--- src/rtl/accel_interface_pkg.sv ---
// rtl/accel_interface_pkg.sv - shared types and header layout for accel_interface
package accel_interface_pkg;

  // Job sequencing states
  typedef enum logic [2:0] {
    ST_HEADER = 3'd0,
    ST_LOAD   = 3'd1,
    ST_SKIP   = 3'd2,
    ST_RUN    = 3'd3,
    ST_DONE   = 3'd4
  } state_t;

  localparam int HDR_WORDS = 10;
  localparam int HDR_CNT_W = 4;

  // Header word indices
  localparam logic [HDR_CNT_W-1:0] HDR_DIM     = 4'd0;
  localparam logic [HDR_CNT_W-1:0] HDR_DEPTH   = 4'd1;
  localparam logic [HDR_CNT_W-1:0] HDR_IMG_OFF = 4'd2;
  localparam logic [HDR_CNT_W-1:0] HDR_FLT_OFF = 4'd3;
  localparam logic [HDR_CNT_W-1:0] HDR_OUT_OFF = 4'd4;
  localparam logic [HDR_CNT_W-1:0] HDR_FILTER  = 4'd5;
  localparam logic [HDR_CNT_W-1:0] HDR_FLEN    = 4'd6;
  localparam logic [HDR_CNT_W-1:0] HDR_BIAS    = 4'd7;
  localparam logic [HDR_CNT_W-1:0] HDR_PLEN    = 4'd8;
  localparam logic [HDR_CNT_W-1:0] HDR_PBASE   = 4'd9;

  // Field positions inside the filter word
  localparam int F_HALFSIZE_LSB = 0;
  localparam int F_HALFSIZE_MSB = 1;
  localparam int F_STRIDE_LSB   = 2;
  localparam int F_STRIDE_MSB   = 4;

endpackage

--- src/rtl/accel_interface_header.sv ---
// rtl/accel_interface_header.sv - header register file, index decode and validity check
module accel_interface_header
  import accel_interface_pkg::*;
(
  input  logic                 i_clk,
  input  logic                 i_rst,
  input  logic                 i_wr,
  input  logic [HDR_CNT_W-1:0] i_idx,
  input  logic [17:0]          i_data,
  output logic [7:0]           o_image_dim,
  output logic [8:0]           o_image_depth,
  output logic [15:0]          o_image_memory_offset,
  output logic [15:0]          o_filter_memory_offset,
  output logic [15:0]          o_output_memory_offset,
  output logic [1:0]           o_filter_halfsize,
  output logic [2:0]           o_filter_stride,
  output logic [12:0]          o_filter_length,
  output logic [17:0]          o_filter_bias,
  output logic [15:0]          o_plen,
  output logic [15:0]          o_pbase,
  output logic                 o_valid
);

  logic [7:0]  r_dim;
  logic [8:0]  r_depth;
  logic [15:0] r_img_off;
  logic [15:0] r_flt_off;
  logic [15:0] r_out_off;
  logic [1:0]  r_halfsize;
  logic [2:0]  r_stride;
  logic [12:0] r_flen;
  logic [17:0] r_bias;
  logic [15:0] r_plen;
  logic [15:0] r_pbase;

  // Latch each header word into its field as it arrives
  always_ff @(posedge i_clk or posedge i_rst) begin
    if (i_rst) begin
      r_dim      <= '0;
      r_depth    <= '0;
      r_img_off  <= '0;
      r_flt_off  <= '0;
      r_out_off  <= '0;
      r_halfsize <= '0;
      r_stride   <= '0;
      r_flen     <= '0;
      r_bias     <= '0;
      r_plen     <= '0;
      r_pbase    <= '0;
    end else if (i_wr) begin
      case (i_idx)
        HDR_DIM:     r_dim     <= i_data[7:0];
        HDR_DEPTH:   r_depth   <= i_data[8:0];
        HDR_IMG_OFF: r_img_off <= i_data[15:0];
        HDR_FLT_OFF: r_flt_off <= i_data[15:0];
        HDR_OUT_OFF: r_out_off <= i_data[15:0];
        HDR_FILTER: begin
          r_halfsize <= i_data[F_HALFSIZE_MSB:F_HALFSIZE_LSB];
          r_stride   <= i_data[F_STRIDE_MSB:F_STRIDE_LSB];
        end
        HDR_FLEN:    r_flen    <= i_data[12:0];
        HDR_BIAS:    r_bias    <= i_data;
        HDR_PLEN:    r_plen    <= i_data[15:0];
        HDR_PBASE:   r_pbase   <= i_data[15:0];
        default: ;
      endcase
    end
  end

  // The checked fields all precede the final word, so they are stable when it arrives
  assign o_valid = (r_dim != '0) && (r_stride != '0) && (r_flen != '0);

  assign o_image_dim            = r_dim;
  assign o_image_depth          = r_depth;
  assign o_image_memory_offset  = r_img_off;
  assign o_filter_memory_offset = r_flt_off;
  assign o_output_memory_offset = r_out_off;
  assign o_filter_halfsize      = r_halfsize;
  assign o_filter_stride        = r_stride;
  assign o_filter_length        = r_flen;
  assign o_filter_bias          = r_bias;
  assign o_plen                 = r_plen;
  assign o_pbase                = r_pbase;

endmodule

--- src/rtl/accel_interface.sv ---
// rtl/accel_interface.sv - job front-end: header parse, payload load, accelerator run control
module accel_interface
  import accel_interface_pkg::*;
#(
  parameter int HDR_WORDS = accel_interface_pkg::HDR_WORDS
) (
  input  logic        i_clk,
  input  logic        i_rst,
  input  logic [17:0] i_in_data,
  input  logic        i_in_valid,
  output logic        o_in_ready,
  output logic [7:0]  o_image_dim,
  output logic [8:0]  o_image_depth,
  output logic [15:0] o_image_memory_offset,
  output logic [15:0] o_filter_memory_offset,
  output logic [15:0] o_output_memory_offset,
  output logic [1:0]  o_filter_halfsize,
  output logic [2:0]  o_filter_stride,
  output logic [12:0] o_filter_length,
  output logic [17:0] o_filter_bias,
  output logic [15:0] o_interface_write_addr,
  output logic [17:0] o_interface_write_data,
  output logic        o_interface_write_en,
  output logic        o_accel_rst,
  input  logic        i_accel_done,
  output logic        o_job_done,
  output logic        o_job_error,
  output logic [31:0] o_run_cycles
);

  localparam logic [HDR_CNT_W-1:0] LAST_IDX = HDR_CNT_W'(HDR_WORDS - 1);

  state_t r_state;
  state_t w_next_state;

  logic [HDR_CNT_W-1:0] r_hdr_cnt;
  logic [15:0]          r_pay_cnt;
  logic [31:0]          r_run_cycles;
  logic                 r_job_error;
  logic                 r_wr_en;
  logic [15:0]          r_wr_addr;
  logic [17:0]          r_wr_data;

  logic        w_ready;
  logic        w_xfer;
  logic        w_hdr_last;
  logic        w_pay_last;
  logic        w_hdr_valid;
  logic [15:0] w_plen;
  logic [15:0] w_pbase;

  // Ready is a pure state decode; reset masks it so nothing is accepted while held
  assign w_ready    = (r_state == ST_HEADER) || (r_state == ST_LOAD) || (r_state == ST_SKIP);
  assign w_xfer     = i_in_valid & w_ready;
  assign w_hdr_last = (r_state == ST_HEADER) & w_xfer & (r_hdr_cnt == LAST_IDX);
  assign w_pay_last = w_xfer & ((r_pay_cnt + 16'd1) == w_plen);

  accel_interface_header u_header (
    .i_clk                  (i_clk),
    .i_rst                  (i_rst),
    .i_wr                   ((r_state == ST_HEADER) & w_xfer),
    .i_idx                  (r_hdr_cnt),
    .i_data                 (i_in_data),
    .o_image_dim            (o_image_dim),
    .o_image_depth          (o_image_depth),
    .o_image_memory_offset  (o_image_memory_offset),
    .o_filter_memory_offset (o_filter_memory_offset),
    .o_output_memory_offset (o_output_memory_offset),
    .o_filter_halfsize      (o_filter_halfsize),
    .o_filter_stride        (o_filter_stride),
    .o_filter_length        (o_filter_length),
    .o_filter_bias          (o_filter_bias),
    .o_plen                 (w_plen),
    .o_pbase                (w_pbase),
    .o_valid                (w_hdr_valid)
  );

  // State register
  always_ff @(posedge i_clk or posedge i_rst) begin
    if (i_rst) r_state <= ST_HEADER;
    else       r_state <= w_next_state;
  end

  // Next-state decode
  always_comb begin
    w_next_state = r_state;
    case (r_state)
      ST_HEADER: begin
        if (w_hdr_last) begin
          if (!w_hdr_valid)        w_next_state = (w_plen == '0) ? ST_HEADER : ST_SKIP;
          else                     w_next_state = (w_plen == '0) ? ST_RUN : ST_LOAD;
        end
      end
      ST_LOAD:   if (w_pay_last) w_next_state = ST_RUN;
      ST_SKIP:   if (w_pay_last) w_next_state = ST_HEADER;
      // A zero count means this is the first RUN cycle, when done is not yet meaningful
      ST_RUN:    if ((r_run_cycles != '0) && i_accel_done) w_next_state = ST_DONE;
      ST_DONE:   w_next_state = ST_HEADER;
      default:   w_next_state = ST_HEADER;
    endcase
  end

  // Header/payload counters and sticky error flag
  always_ff @(posedge i_clk or posedge i_rst) begin
    if (i_rst) begin
      r_hdr_cnt   <= '0;
      r_pay_cnt   <= '0;
      r_job_error <= 1'b0;
    end else begin
      if ((r_state == ST_HEADER) && w_xfer)
        r_hdr_cnt <= w_hdr_last ? '0 : r_hdr_cnt + 1'b1;
      if (w_hdr_last) begin
        r_pay_cnt   <= '0;
        r_job_error <= ~w_hdr_valid;
      end else if (((r_state == ST_LOAD) || (r_state == ST_SKIP)) && w_xfer) begin
        r_pay_cnt <= w_pay_last ? '0 : r_pay_cnt + 16'd1;
      end
    end
  end

  // Registered payload write port; address wraps naturally in 16 bits
  always_ff @(posedge i_clk or posedge i_rst) begin
    if (i_rst) begin
      r_wr_en   <= 1'b0;
      r_wr_addr <= '0;
      r_wr_data <= '0;
    end else begin
      r_wr_en <= (r_state == ST_LOAD) & w_xfer;
      if ((r_state == ST_LOAD) && w_xfer) begin
        r_wr_addr <= w_pbase + r_pay_cnt;
        r_wr_data <= i_in_data;
      end
    end
  end

  // Run-cycle counter: cleared on RUN entry, saturating, frozen outside RUN
  always_ff @(posedge i_clk or posedge i_rst) begin
    if (i_rst) begin
      r_run_cycles <= '0;
    end else if ((w_next_state == ST_RUN) && (r_state != ST_RUN)) begin
      r_run_cycles <= '0;
    end else if ((r_state == ST_RUN) && (r_run_cycles != '1)) begin
      r_run_cycles <= r_run_cycles + 32'd1;
    end
  end

  assign o_in_ready             = w_ready & ~i_rst;
  assign o_accel_rst            = (r_state != ST_RUN);
  assign o_job_done             = (r_state == ST_DONE);
  assign o_job_error            = r_job_error;
  assign o_run_cycles           = r_run_cycles;
  assign o_interface_write_en   = r_wr_en;
  assign o_interface_write_addr = r_wr_addr;
  assign o_interface_write_data = r_wr_data;

endmodule

--- config.mk ---
export PLATFORM = sky130hd
export DESIGN_NAME = accel_interface
export DESIGN_NICKNAME = d
export VERILOG_FILES = /design/src/rtl/accel_interface_pkg.sv /design/src/rtl/accel_interface_header.sv /design/src/rtl/accel_interface.sv
export SDC_FILE = /design/constraint.sdc
export NUM_CORES = 1
export LEC_CHECK = 0
export CAP_MARGIN = 20
export CORE_ASPECT_RATIO = 1.1
export CORE_MARGIN = 1.5
export CORE_UTILIZATION = 35
export CTS_CLUSTER_DIAMETER = 120
export CTS_CLUSTER_SIZE = 24
export DETAILED_ROUTE_END_ITERATION = 12
export DONT_BUFFER_PORTS = 1
export HOLD_SLACK_MARGIN = 0.08
export SYNTH_ARGS = -nofsm -noshare
export SYNTH_HDL_FRONTEND = slang
export SYNTH_SLANG_ARGS = --single-unit
export TNS_END_PERCENT = 100
--- constraint.sdc ---
create_clock -name i_clk -period 19.2 [get_ports i_clk]
set_input_delay 0.96 -clock i_clk [delete_from_list [all_inputs] [get_ports i_clk]]
set_output_delay 0.96 -clock i_clk [all_outputs]
set_load 0.005 [all_outputs]
==> results.cfg <==
[status]
run_status = finished, final reports clean

[critical_path]
critPathBufInv = 0
required_ns = 19.53
critical_path.slowest_cell = o21ai_4
rr_worst_depth = 7
path_depth = 7
crit_type = register to register
critPathLaunchType = register
crit_path_cell_trace = nand4_1 -> or4_1 -> xnor2_1 -> a211o_1 -> a2111o_4 -> o21ai_4 -> nor2_1
crit_family = compound AO/OA/AOI/OAI gates
crit_path_end_kind = register
cp_slowest_stage_delay_ns = 0.80
critPathMaxFanout = 32
worstPathArrival_ns = 3.90

[route]
drc = 0
routed_wl_um = 26300
vias = 7100
wl_per_cell_um = 19.9
first_pass_iters = 4
vias_per_cell = 5.38
drtAntennaViolNets = 0
drtIter0Drc = 445

[placed_design]
dp_hpwl_um = 18300
io_buffers = 0
gp_congestion = 0.834

[yosys]
ys_seq_area_share_pct = 52.7
synth-seq-cells = 224
synth_edf_count = 0
ys_warn_count = 0
syn_nets = 1015
async_flop_share_pct = 100
ys_types = 62
syn_area_um2 = 10600
syn-mean-instance-area_um2 = 11.0
synthCells = 970
synth_flop_cell = dfrtp_1

[cts]
numCtsBuffers = 13
clkTransAtPathRegs_ns = 0.10
cts_resized = 0
cts_tree = done
post_cts_buffers = 0
root_buffer = clkbuf_16
clk_path_buf_depth = 3
clock_latency_ns = 0.48
htreeDepth = 1
cts_hold_buf = 0
cts.sinks = 224

[power]
intPower_mw = 1.06
comb_power_share_pct = 29.9
leakage_nw = 4.94
powerDensity_nw_per_um2 = 150
switching_share_pct = 37.3
p_clk_share_pct = 16.7
peakVddDrop_uv = 81.6
share_seq_of_total_power_pct = 53.5
switchingPower_uw = 631

[grt]
grt_usage_pct = 16.6
grt_pass1_vias = 7133
grt_first_pass_wirelength_um = 41200
grt_remaining_overflow = 0
antenna_found_initial = 0
grt_max_degree = 82

[sta]
finalSetupTns_ns = 0
fmax_ghz = 0.280
relSlewSlack_pct = 34.1
hold_ws_ns = 0.390
slew_violations = 0
final-setup-viol-count = 0
final.period_utilization_pct = 18.6
worstMarginPinSlew_ns = 0.984
finalCriticalPeriod_ns = 3.57
rsz0062_at_grt = false
skew_ns = 0.0144
hold_viol = 0

[layout]
antennaDiodeCount = 0
area_growth_pct = 5.89
layout.nets = 990
final_layout_size_suffix_gt1_share_pct = 17.0

[die]
die_h_um = 186
start_util_pct = 35.8
io_pins = 194
dieArea_um2 = 31500
num_rows = 66
dieWidth_um = 169
core-area_um2 = 29700

[job]
maxCapViolations = 0

[hold_path]
hold_path_class = input port to asynchronous set/reset pin
[power by group through the flow]
stage	Sequential (mW)	Clock (mW)	Combinational, mW
4_1_cts	0.909	0.294	0.511
3_5_place_dp	0.917	0	0.508
6_report	0.904	0.282	0.505
3_3_place_gp	0.914	0	0.494
5_1_grt	0.940	0.309	0.575
2_1_floorplan	0.835	0	0.432
[synthesized netlist by cell type, types with 4 or more instances]
cell type	instances	area (µm²)
inv_1	21	78.8
mux2i_1	7	70.1
nor3b_1	9	67.6
buf_4	5	37.5
nand2_1	169	634
nand2b_1	5	31.3
nor2_2	10	62.6
a21o_1	4	30.0
buf_2	4	20.0
nor4b_1	4	35.0
or3_1	4	25.0
ha_1	22	275
a21oi_1	14	70.1
and3_1	10	62.6
xor2_1	28	245
o21ai_0	24	120
and2_1	8	50.1
nor4_1	17	106
buf_6	6	67.6
nor2_1	45	169
nand4_1	21	131
mux2_2	119	1340
a31oi_1	12	75.1
dfrtp_1	224	5610
clkbuf_1	27	101
nor3_1	19	95.1
nand3_1	29	145
xnor2_1	38	333
a211oi_1	6	45.0
and4_1	7	61.3
[sequential cells by signal, indices dropped and copies added, names as in the netlist, 13 cells and up]
register	count
o_interface_write_addr	16
u_header.o_filter_bias	18
u_header.o_image_memory_offset	16
r_pay_cnt	16
u_header.o_filter_memory_offset	16
u_header.o_output_memory_offset	16
u_header.o_pbase	16
u_header.o_plen	16
o_interface_write_data	18
u_header.o_filter_length	13
o_run_cycles	32
[worst register-to-register path, cell delays in order, from the launching register on]
cell      delay [ns]
dfrtp_1         0.56
nand4_1         0.25
or4_1           0.64
xnor2_1         0.16
a211o_1         0.28
a2111o_4        0.58
o21ai_4         0.80
nor2_1          0.14
[worst paths after layout]
path                                     startpoint                                   to  slack, ns
worst max-delay path                   r_pay_cnt[3]                     o_run_cycles[17]      15.63
worst min-delay path                          i_rst                  u_header.o_pbase[2]       0.39
worst max register to register         r_pay_cnt[3]                     o_run_cycles[17]      15.63
worst min register to register  u_header.o_pbase[6]                  u_header.o_pbase[6]       0.49
max in group asynchronous                     i_rst  u_header.o_filter_memory_offset[13]      17.44
min in group i_clk              u_header.o_pbase[6]                  u_header.o_pbase[6]       0.49
[final cells by class]
cell class,count,area [µm²]
multi-input combinational,680,4720
clock buffer,13,325
inverter,21,86.3
tap,374,468
timing repair buffer,5,35.0
clock inverter,3,28.8
sequential,224,5610
fill,2942,18500
[through the flow]
stage / power [mW] / instances / setup WS [ns] / instance area [µm²] / util [%]
final: 1.69 / 1320 / 15.63 / 11300 / 37.9
after global routing: 1.82 / 1320 / 15.44 / 11300 / 37.9
after floorplan: 1.27 / 970 / 12.11 / 10600 / -
after CTS: 1.71 / 1319 / 15.59 / 11300 / 37.9
after detailed placement: 1.43 / 1303 / 15.47 / 10900 / 36.7
after global placement: 1.41 / 1303 / 15.59 / 10900 / 36.7
[placed cells by master, fill, tap and decap left out, types with 21 or more instances in the layout]
cell type    n
nand4_1     21
mux2_2     119
o21ai_0     24
nor2_1      45
xor2_1      28
dfrtp_1    224
nand2_1    169
ha_1        22
nand3_1     29
xnor2_1     38
[routing by layer]
metal,wire length [µm],global-route usage (%),vias to the layer above
li1,-,-,3330
met1,11600,21.4,3527
met2,12000,27.3,211
met3,2170,4.93,32
met4,471,4.04,0
met5,0,0,-
[kinds of logic (layout without fill, tap and decap cells)]
logic type / after synthesis / after routing / share of synthesized area (%)
AO/OA/AOI/OAI: 89 / 89 / 5.74
XOR/XNOR: 66 / 66 / 5.43
adder cells (fa/ha/maj): 23 / 23 / 2.77
buffers and inverters: 66 / 42 / 2.97
flip-flops: 224 / 224 / 52.7
multiplexers: 126 / 126 / 13.2
AND/OR/NAND/NOR: 376 / 376 / 17.2
Power figures use the tool's default switching activity.
